[config.mk]
export PLATFORM = sky130hd
export DESIGN_NAME = sdf_dif_stage
export DESIGN_NICKNAME = d
export VERILOG_FILES = /design/src/rtl/fft_pkg.sv /design/src/rtl/cplx_mul.sv /design/src/rtl/sdf_twiddle_rom.sv /design/src/rtl/sdf_dif_stage.sv
export SDC_FILE = /design/constraint.sdc
export NUM_CORES = 2
export LEC_CHECK = 0
export ABC_AREA = 1
export CAP_MARGIN = 20
export CORE_AREA = 2 2 304 306
export DETAILED_ROUTE_END_ITERATION = 12
export DIE_AREA = 0 0 306 308
export PLACE_DENSITY = 0.76
export SLEW_MARGIN = 10
export SYNTH_ARGS = -nofsm -noshare
export SYNTH_HDL_FRONTEND = slang
export SYNTH_SLANG_ARGS = --single-unit
[constraint.sdc]
create_clock -name clk -period 7.9 [get_ports clk]
set_clock_uncertainty 0.05 [all_clocks]
set_input_delay 1.58 -clock clk [delete_from_list [all_inputs] [get_ports clk]]
set_output_delay 1.58 -clock clk [all_outputs]
set_load 0.01 [all_outputs]
[src/rtl/fft_pkg.sv]
// +----------------------------------------------------------------------+
// | fft_pkg                                                              |
// | Shared FFT helpers: default width, clog2, Q1.(W-1) twiddle values.   |
// | Revision: 1.0                                                        |
// +----------------------------------------------------------------------+
`default_nettype none

package fft_pkg;

    localparam int  c_default_width = 16;
    localparam real c_pi            = 3.14159265358979323846;

    function automatic int clog2(input int value);
        int r;
        r = 0;
        while ((1 << r) < value) r++;
        return r;
    endfunction

    // Component of W^k = cos(2*pi*k/n) - j*sin(2*pi*k/n), rounded half away from zero.
    function automatic int twiddle_comp(input int k, input int n, input int width,
                                        input bit imag);
        real scale;
        real ang;
        real v;
        scale = real'((1 << (width - 1)) - 1);
        ang   = 2.0 * c_pi * real'(k) / real'(n);
        v     = imag ? -$sin(ang) * scale : $cos(ang) * scale;
        return (v >= 0.0) ? $rtoi(v + 0.5) : -$rtoi(-v + 0.5);
    endfunction

endpackage

`default_nettype wire

[src/rtl/cplx_mul.sv]
// +----------------------------------------------------------------------+
// | cplx_mul                                                             |
// | Registered complex multiply, full precision then >>> (WIDTH-1).      |
// | Revision: 1.0                                                        |
// +----------------------------------------------------------------------+
`default_nettype none

module cplx_mul #(
    parameter int WIDTH = 16
) (
    input  logic                    clk,
    input  logic                    rst_n,
    input  logic                    en,
    input  logic signed [WIDTH-1:0] a_re,
    input  logic signed [WIDTH-1:0] a_im,
    input  logic signed [WIDTH-1:0] b_re,
    input  logic signed [WIDTH-1:0] b_im,
    output logic signed [WIDTH-1:0] p_re,
    output logic signed [WIDTH-1:0] p_im
);

    localparam int c_pw = 2 * WIDTH + 1;

    logic signed [2*WIDTH-1:0] w_rr, w_ii, w_ri, w_ir;
    logic signed [c_pw-1:0]    w_full_re, w_full_im;

    assign w_rr = a_re * b_re;
    assign w_ii = a_im * b_im;
    assign w_ri = a_re * b_im;
    assign w_ir = a_im * b_re;

    assign w_full_re = c_pw'(w_rr) - c_pw'(w_ii);
    assign w_full_im = c_pw'(w_ri) + c_pw'(w_ir);

    // Bits [2W-2:W-1] are the arithmetic shift by W-1 truncated to W bits.
    always_ff @(posedge clk) begin
        if (!rst_n) begin
            p_re <= '0;
            p_im <= '0;
        end else if (en) begin
            p_re <= w_full_re[2*WIDTH-2:WIDTH-1];
            p_im <= w_full_im[2*WIDTH-2:WIDTH-1];
        end
    end

endmodule

`default_nettype wire

[src/rtl/sdf_twiddle_rom.sv]
// +----------------------------------------------------------------------+
// | sdf_twiddle_rom                                                      |
// | D-entry combinational twiddle ROM, W^k for k = 0 .. N/2-1.           |
// | Revision: 1.0                                                        |
// +----------------------------------------------------------------------+
`default_nettype none

module sdf_twiddle_rom
    import fft_pkg::*;
#(
    parameter int N     = 16,
    parameter int WIDTH = 16,
    localparam int KW   = clog2(N) - 1
) (
    input  logic [KW-1:0]           k,
    output logic signed [WIDTH-1:0] tw_re,
    output logic signed [WIDTH-1:0] tw_im
);

    logic signed [WIDTH-1:0] w_tab_re [N/2];
    logic signed [WIDTH-1:0] w_tab_im [N/2];

    for (genvar i = 0; i < N/2; i++) begin : g_rom
        localparam int c_re = twiddle_comp(i, N, WIDTH, 1'b0);
        localparam int c_im = twiddle_comp(i, N, WIDTH, 1'b1);
        assign w_tab_re[i] = WIDTH'(c_re);
        assign w_tab_im[i] = WIDTH'(c_im);
    end

    assign tw_re = w_tab_re[k];
    assign tw_im = w_tab_im[k];

endmodule

`default_nettype wire

[src/rtl/sdf_dif_stage.sv]
// +----------------------------------------------------------------------+
// | sdf_dif_stage                                                        |
// | Radix-2 SDF decimation-in-frequency stage; define SDF_SCALE_EN for   |
// | halved (non-overflowing) sum/difference.                             |
// | Revision: 1.0                                                        |
// +----------------------------------------------------------------------+
`default_nettype none

module sdf_dif_stage
    import fft_pkg::*;
#(
    parameter int WIDTH = c_default_width,
    parameter int N     = 16
) (
    input  logic                    clk,
    input  logic                    rst_n,
    input  logic                    in_valid,
    input  logic signed [WIDTH-1:0] in_re,
    input  logic signed [WIDTH-1:0] in_im,
    output logic                    out_valid,
    output logic                    out_first,
    output logic signed [WIDTH-1:0] out_re,
    output logic signed [WIDTH-1:0] out_im
);

    localparam int c_d  = N / 2;
    localparam int c_cw = clog2(N);
    localparam int c_kw = c_cw - 1;

    logic [c_cw-1:0]         r_cnt;
    logic                    r_primed;
    logic                    r_sel_sum;
    logic                    r_out_valid;
    logic                    r_out_first;
    logic signed [WIDTH-1:0] r_sum_re, r_sum_im;
    logic signed [WIDTH-1:0] r_dly_re [c_d];
    logic signed [WIDTH-1:0] r_dly_im [c_d];

    logic                    w_phase_b;
    logic [c_kw-1:0]         w_k;
    logic signed [WIDTH-1:0] w_head_re, w_head_im;
    logic signed [WIDTH-1:0] w_sum_re, w_sum_im, w_diff_re, w_diff_im;
    logic signed [WIDTH-1:0] w_tw_re, w_tw_im, w_prod_re, w_prod_im;

    assign w_phase_b = r_cnt[c_cw-1];
    assign w_k       = r_cnt[c_kw-1:0];
    assign w_head_re = r_dly_re[0];
    assign w_head_im = r_dly_im[0];

`ifdef SDF_SCALE_EN
    logic signed [WIDTH:0] w_sum_x_re, w_sum_x_im, w_diff_x_re, w_diff_x_im;

    assign w_sum_x_re  = (WIDTH+1)'(w_head_re) + (WIDTH+1)'(in_re);
    assign w_sum_x_im  = (WIDTH+1)'(w_head_im) + (WIDTH+1)'(in_im);
    assign w_diff_x_re = (WIDTH+1)'(w_head_re) - (WIDTH+1)'(in_re);
    assign w_diff_x_im = (WIDTH+1)'(w_head_im) - (WIDTH+1)'(in_im);
    assign w_sum_re    = w_sum_x_re[WIDTH:1];
    assign w_sum_im    = w_sum_x_im[WIDTH:1];
    assign w_diff_re   = w_diff_x_re[WIDTH:1];
    assign w_diff_im   = w_diff_x_im[WIDTH:1];
`else
    assign w_sum_re  = w_head_re + in_re;
    assign w_sum_im  = w_head_im + in_im;
    assign w_diff_re = w_head_re - in_re;
    assign w_diff_im = w_head_im - in_im;
`endif

    sdf_twiddle_rom #(.N(N), .WIDTH(WIDTH)) u_rom (
        .k     (w_k),
        .tw_re (w_tw_re),
        .tw_im (w_tw_im)
    );

    cplx_mul #(.WIDTH(WIDTH)) u_mul (
        .clk   (clk),
        .rst_n (rst_n),
        .en    (in_valid & ~w_phase_b),
        .a_re  (w_head_re),
        .a_im  (w_head_im),
        .b_re  (w_tw_re),
        .b_im  (w_tw_im),
        .p_re  (w_prod_re),
        .p_im  (w_prod_im)
    );

    // Delay contents are masked by r_primed, so they carry no reset.
    always_ff @(posedge clk) begin
        if (in_valid) begin
            for (int i = 0; i < c_d - 1; i++) begin
                r_dly_re[i] <= r_dly_re[i+1];
                r_dly_im[i] <= r_dly_im[i+1];
            end
            r_dly_re[c_d-1] <= w_phase_b ? w_diff_re : in_re;
            r_dly_im[c_d-1] <= w_phase_b ? w_diff_im : in_im;
        end
    end

    always_ff @(posedge clk) begin
        if (!rst_n) begin
            r_cnt       <= '0;
            r_primed    <= 1'b0;
            r_sel_sum   <= 1'b0;
            r_sum_re    <= '0;
            r_sum_im    <= '0;
            r_out_valid <= 1'b0;
            r_out_first <= 1'b0;
        end else begin
            r_out_valid <= in_valid & (w_phase_b | r_primed);
            r_out_first <= in_valid & (r_cnt == c_cw'(c_d));
            if (in_valid) begin
                r_cnt     <= r_cnt + 1'b1;
                r_primed  <= r_primed | w_phase_b;
                r_sel_sum <= w_phase_b;
                if (w_phase_b) begin
                    r_sum_re <= w_sum_re;
                    r_sum_im <= w_sum_im;
                end
            end
        end
    end

    assign out_valid = r_out_valid;
    assign out_first = r_out_first;
    assign out_re    = r_sel_sum ? r_sum_re : w_prod_re;
    assign out_im    = r_sel_sum ? r_sum_im : w_prod_im;

endmodule

`default_nettype wire
* Word level (Yosys, flattened, before mapping)
Memories as Yosys holds them, arrays and structs flattened.
Index checks and enable logic that the tools add are counted.
** Word-level totals
- Register bits after elaboration :: 72
- RAM bits :: 256
- Bits in read-only memories :: 256
- Input port bits :: 35
- Output and inout bits :: 34
- Logic and storage cells :: 43
- Memories kept :: 4
** Memory list
- (name not given) :: words 8, bits a word 16, rd ports 1, clocked after Yosys merged registers in 0, wr ports 0, line sdf_twiddle_rom.sv:31 : assign tw_im = w_tab_im[k];
- (name not given) :: words 8, bits a word 16, rd ports 1, clocked after Yosys merged registers in 0, wr ports 0, line sdf_twiddle_rom.sv:30 : assign tw_re = w_tab_re[k];
- r_dly_im :: words 8, bits a word 16, rd ports 8, clocked after Yosys merged registers in 0, wr ports 8, line sdf_dif_stage.sv:37 : logic signed [WIDTH-1:0] r_dly_im [c_d];
- r_dly_re :: words 8, bits a word 16, rd ports 8, clocked after Yosys merged registers in 0, wr ports 8, line sdf_dif_stage.sv:36 : logic signed [WIDTH-1:0] r_dly_re [c_d];
** Operators by class
- $add $sub $neg :: 7
- Multiply operators :: 4
- Magnitude comparators :: 1
- Equal/unequal tests :: 1
- Muxes and demuxes :: 10
- Bitwise gates (word level) :: 6
- Reductions and logical operators :: 1
** Operators by type and width (count)
- $mux W16 :: 8
- $mul A16 B16 Y31 :: 4
- $add A16 B16 Y16 :: 2
- $sub A16 B16 Y16 :: 2
- $add A31 B31 Y31 :: 1
- $sub A31 B31 Y31 :: 1
- $add A4 B1 Y4 const B :: 1
- $eq A4 B4 Y1 const B :: 1
- $ge A4 B4 Y1 const B :: 1
- $not A3 Y4 :: 1
- $and A1 B1 Y1 :: 3
- $mux W1 :: 2
- $reduce_and A2 Y1 :: 1
- $not A1 Y1 :: 1
- $or A1 B1 Y1 :: 1

* Depth between registers and ports, before layout
- Depth after elaboration :: 6
- Depth in mapped cells :: 39
- Gate-level depth less buffers :: 37

* Modules after synthesis
A second synthesis with hierarchy kept.
** Second synthesis, totals
- Cells, all modules :: 6471
- Area, all modules :: 55165.4 µm²
** Modules (own cells, without submodules)
- cplx_mul :: instances 1, cells an instance 5219, area each 41587.4 µm², seq. area each 640.6 µm²
- sdf_dif_stage :: instances 1, cells an instance 1197, area each 13226.4 µm², seq. area each 8488.1 µm²
- sdf_twiddle_rom :: instances 1, cells an instance 55, area each 351.6 µm², seq. area each 0.0 µm²

* Worst setup path after synthesis
Ideal clock, no wire load.
- Path type :: reg-to-reg
- From :: reg r_cnt[0]
- To :: reg u_mul.p_re[14]
- Setup time :: 0.113 ns
- Arrival time :: 8.063 ns
- Data required time :: 7.737 ns
- Setup slack :: -0.326 ns
- Stages on the path, launching flop included :: 32
- Buffers on the path :: 1
- Clock period less this slack :: 8.226 ns
- Path through :: dfxtp_1 -> buf_4 -> inv_2 -> ha_1 -> nand2_1 -> o21a_1 -> clkinv_1 -> nor2_1 -> inv_1 -> fa_1 -> fa_1 -> inv_1 -> fa_1 -> inv_1 -> fa_1 -> fa_1 -> fa_1 -> fa_1 -> inv_1 -> fa_1 -> inv_1 -> ha_1 -> a21oi_1 -> inv_1 -> a31oi_1 -> o21ai_0 -> a21oi_1 -> nand2_1 -> nand2_1 -> nand2_1 -> o21ai_1 -> inv_1
** Between the ends
- Word-level cells in the longest chain between the ends :: 6
- Elaborated cells between the ends (all ways) :: 10
- Those cells by class :: add/sub: 1; mul: 2; mux: 4; bitwise: 1; memory: 2
** RTL lines
- start: declaration :: line sdf_dif_stage.sv:30 : logic [c_cw-1:0] r_cnt;
- start signal: assignment :: line sdf_dif_stage.sv:111 : r_cnt <= r_cnt + 1'b1;
- $not A3 Y4 (not written as such) (*) :: line sdf_twiddle_rom.sv:30, sdf_twiddle_rom.sv:31
- $mem_v2 Z8 W16 (on tied branches)
- $mux W16 (on tied branches) (2 in series) :: line sdf_twiddle_rom.sv:30, sdf_twiddle_rom.sv:31
- $mul A16 B16 Y31 (on tied branches) :: line cplx_mul.sv:27, cplx_mul.sv:28
- $sub A31 B31 Y31 (*) :: line cplx_mul.sv:32 : assign w_full_re = c_pw'(w_rr) - c_pw'(w_ii);
- end signal: assignment :: line cplx_mul.sv:41 : p_re <= w_full_re[2*WIDTH-2:WIDTH-1];
- end: declaration :: line cplx_mul.sv:18 : output logic signed [WIDTH-1:0] p_re,
Every way passes the cells marked *; elsewhere a longest branch is shown, timed or not. The select of a mux whose other input is x is not followed.
A chain may end at the register's enable or synchronous reset.

* Worst setup path after layout
- From :: reg r_cnt[0]
- To :: reg u_mul.p_re[4]
The elaborated chain is that of the path after synthesis.

==> summary.md <==
| Metric | Value |
|---|---|
| Worst setup margin | `0.171 ns` |
| Htree depth | `1` |
| Period utilization | `0.978` |
| CTS root buf | `clkbuf_16` |
| Final Hold Fails | `0` |
| Run status | `completed` |
| Post-synth cell types | `50` |
| DRC | `0` |
| Number of global-route vias before repair | `40.7k` |
| Drt first pass iters | `8` |
| Synthesized cell area | `0.0514 mm²` |
| Commonest non-fill, non-tap cell in the layout | `inv_1` |
| Die Span Y | `308 µm` |
| Register bit total from synthesis | `328` |
| Clk sinks | `328` |
| Endpoint class of the critical path | `flop` |
| CP max-delay cell | `fa_1` |
| Worst path bufs/invs | `11` |
| Placer Congestion | `1.05` |
| Grt met3 use | `0.0814` |
| DP Area | `0.0550 mm²` |
| Grt ovf | `0` |
| Total I/O pin count | `69` |
| Crit path max fanout | `7` |
| Clk pin slew, worst setup/hold paths | `0.08 ns` |
| Vias | `38.3k` |
| Top delay family on crit path | `adder cells` |
| CTS Buffer Depth | `3` |
| Arr. time, crit path | `8.14 ns` |
| Fin. max-slew vios | `0` |
| Die ar. | `0.0942 mm²` |
| Inserted Clock Buffers | `30` |
| Die W | `306 µm` |
| Synth Warn # | `0` |
| Post-synth net total | `7126` |
| Routing usage on met2 | `0.540` |
| Mapped Cells | `5619` |
| Most Frequent Cell on Critical Path | `fa_1` |
| Global-route wire length before repair | `242 mm` |
| Vias per inst | `5.44` |
| Final setup viols | `0` |
| Initial DRC count | `3616` |
| Post-synth ARST share | `0` |
| Overall Global Routing Usage | `0.348` |
| Clock Latency Late Sink | `0.58 ns` |
| Most frequent cells in the layout | `inv_1 (1666), fa_1 (1064), nand2_1 (738), nor2_1 (503), ha_1 (394)` |
| Max Fclk | `0.129 GHz` |
| CP Launch Type | `flop` |
| Post-Route WL | `159 mm` |
| Post-synth EDFFs | `256` |
| Synthesized area per cell | `9.15 µm²` |
| Slew margin rel. | `0.259` |
| Layout Utilization | `0.621` |
| Slew at the pin closest to its max-slew limit | `1.11 ns` |
| Post-synthesis sequential area ratio | `0.178` |
| Pre-CTS setup slack | `0.121 ns` |
| Setup CP Type | `flop to flop` |
| Row count | `111` |
| Share of cells above drive strength 1 | `0.0779` |
| Worst min path class | `flop to flop` |
| Design Area, Final | `0.0565 mm²` |
| Core ar. | `0.0910 mm²` |
| TNS Setup | `0 ns` |
| PortBufs | `68` |
| Crit-path max cell delay | `0.60 ns` |
| Period minus WS final | `7.73 ns` |
| Wirelength per Cell | `22.6 µm` |
| CTS tree | `done` |
| GR peak layer | `met2` |
| HPWL after DPL | `135 mm` |
| Initial Util | `0.565` |
| Antenna violations before repair | `5` |
| Max Cap Viol | `0` |
| Top FF cell, synth | `edfxtp_1` |
| CP Data Required Time | `8.31 ns` |
| Area growth syn-to-layout | `9.80%` |
| Antenna viol nets, final | `0` |
| Pin count of the biggest net entering global routing | `87` |
| Layout net count | `7340` |
| Met1 Use GR | `0.452` |
[kinds of logic after synthesis]
group	synth area share
DFF	0.178
AOI/OAI and AO/OA	0.0450
and+or+nand+nor	0.117
adders and majority gates	0.515
buffers and inverters	0.136
xor gates and xnor gates	0.00920
[path summary, 6_finish.rpt]
kind | depth (start not counted) | slack (ns) | endpoint | startpoint
max | 32 | 0.17 | u_mul.p_re[4]$_SDFFE_PN0P_ | r_cnt[0]$_SDFFE_PN0P_
min | 0 | 0.36 | r_dly_re[1][39]$_DFFE_PP_ | r_dly_re[1][55]$_DFFE_PP_
max reg2reg | 32 | 0.17 | u_mul.p_re[4]$_SDFFE_PN0P_ | r_cnt[0]$_SDFFE_PN0P_
min reg2reg | 0 | 0.36 | r_dly_re[1][39]$_DFFE_PP_ | r_dly_re[1][55]$_DFFE_PP_
[stage by stage]
step / hold slack (ns) / std cells
after CTS: 0.366 / 7034
after floorplan: 0.350 / 5619
after global routing: 0.370 / 7043
final: 0.364 / 7046
after global placement: 0.350 / 6978
after detailed placement: 0.355 / 6978
[cell type report]
class	count	area [µm²]
Multi-Input combinational cell	3442	35600
Antenna cell	3	7.51
Sequential cell	328	9130
Fill cell	7478	34500
Clock buffer	35	821
Inverter	1698	6390
Clock inverter	21	163
Tap cell	1186	1480
Timing Repair Buffer	333	2830
[metal layers]
layer,up-vias,part of all wire
met5,-,0.00034
met4,8,0.074
met3,512,0.11
met2,1886,0.44
met1,19000,0.38
li1,16900,-
[sequential cells by signal, summed over array words and instances (netlist names)]
register / cells
r_primed: 1
r_sum_im: 16
r_dly_re: 128
r_sel_sum: 1
out_valid: 1
out_first: 1
u_mul.p_im: 16
r_cnt: 4
r_dly_im: 128
u_mul.p_re: 16
r_sum_re: 16
[synthesized netlist by cell type (3+ instances only)]
cell / count / area, µm²
or2_2: 13 / 81.3
nor2_1: 540 / 2030
o21ai_1: 13 / 65.1
o21ai_0: 142 / 711
nand3_1: 127 / 636
buf_2: 15 / 75.1
buf_1: 11 / 41.3
inv_1: 1675 / 6290
nor3_1: 20 / 100
o21bai_1: 15 / 113
clkinv_1: 10 / 37.5
o31ai_1: 5 / 37.5
ha_1: 400 / 5000
a31oi_1: 27 / 169
nand4_1: 20 / 125
o22ai_1: 3 / 18.8
a21oi_1: 155 / 776
nand2_2: 10 / 62.6
nand3_2: 4 / 40.0
a21boi_1: 3 / 22.5
nor4_1: 4 / 25.0
or2_1: 4 / 25.0
clkbuf_1: 119 / 447
xor2_1: 33 / 289
o21a_1: 12 / 90.1
buf_6: 4 / 45.0
inv_2: 12 / 45.0
a21o_1: 18 / 135
edfxtp_1: 256 / 7690
dfxtp_1: 72 / 1440
nand3b_1: 8 / 60.1
o211ai_1: 13 / 97.6
nand2_1: 742 / 2790
xnor2_1: 21 / 184
fa_1: 1072 / 21500
[timing repair]
item,CTS,global route
gates resized for setup,0,114
hold buffers,0,0
setup buffers,0,8
setup endpoints to repair,0,28
Power is not shown: default switching activity piles up to over one toggle a cycle in this logic, so the estimate is an artifact.
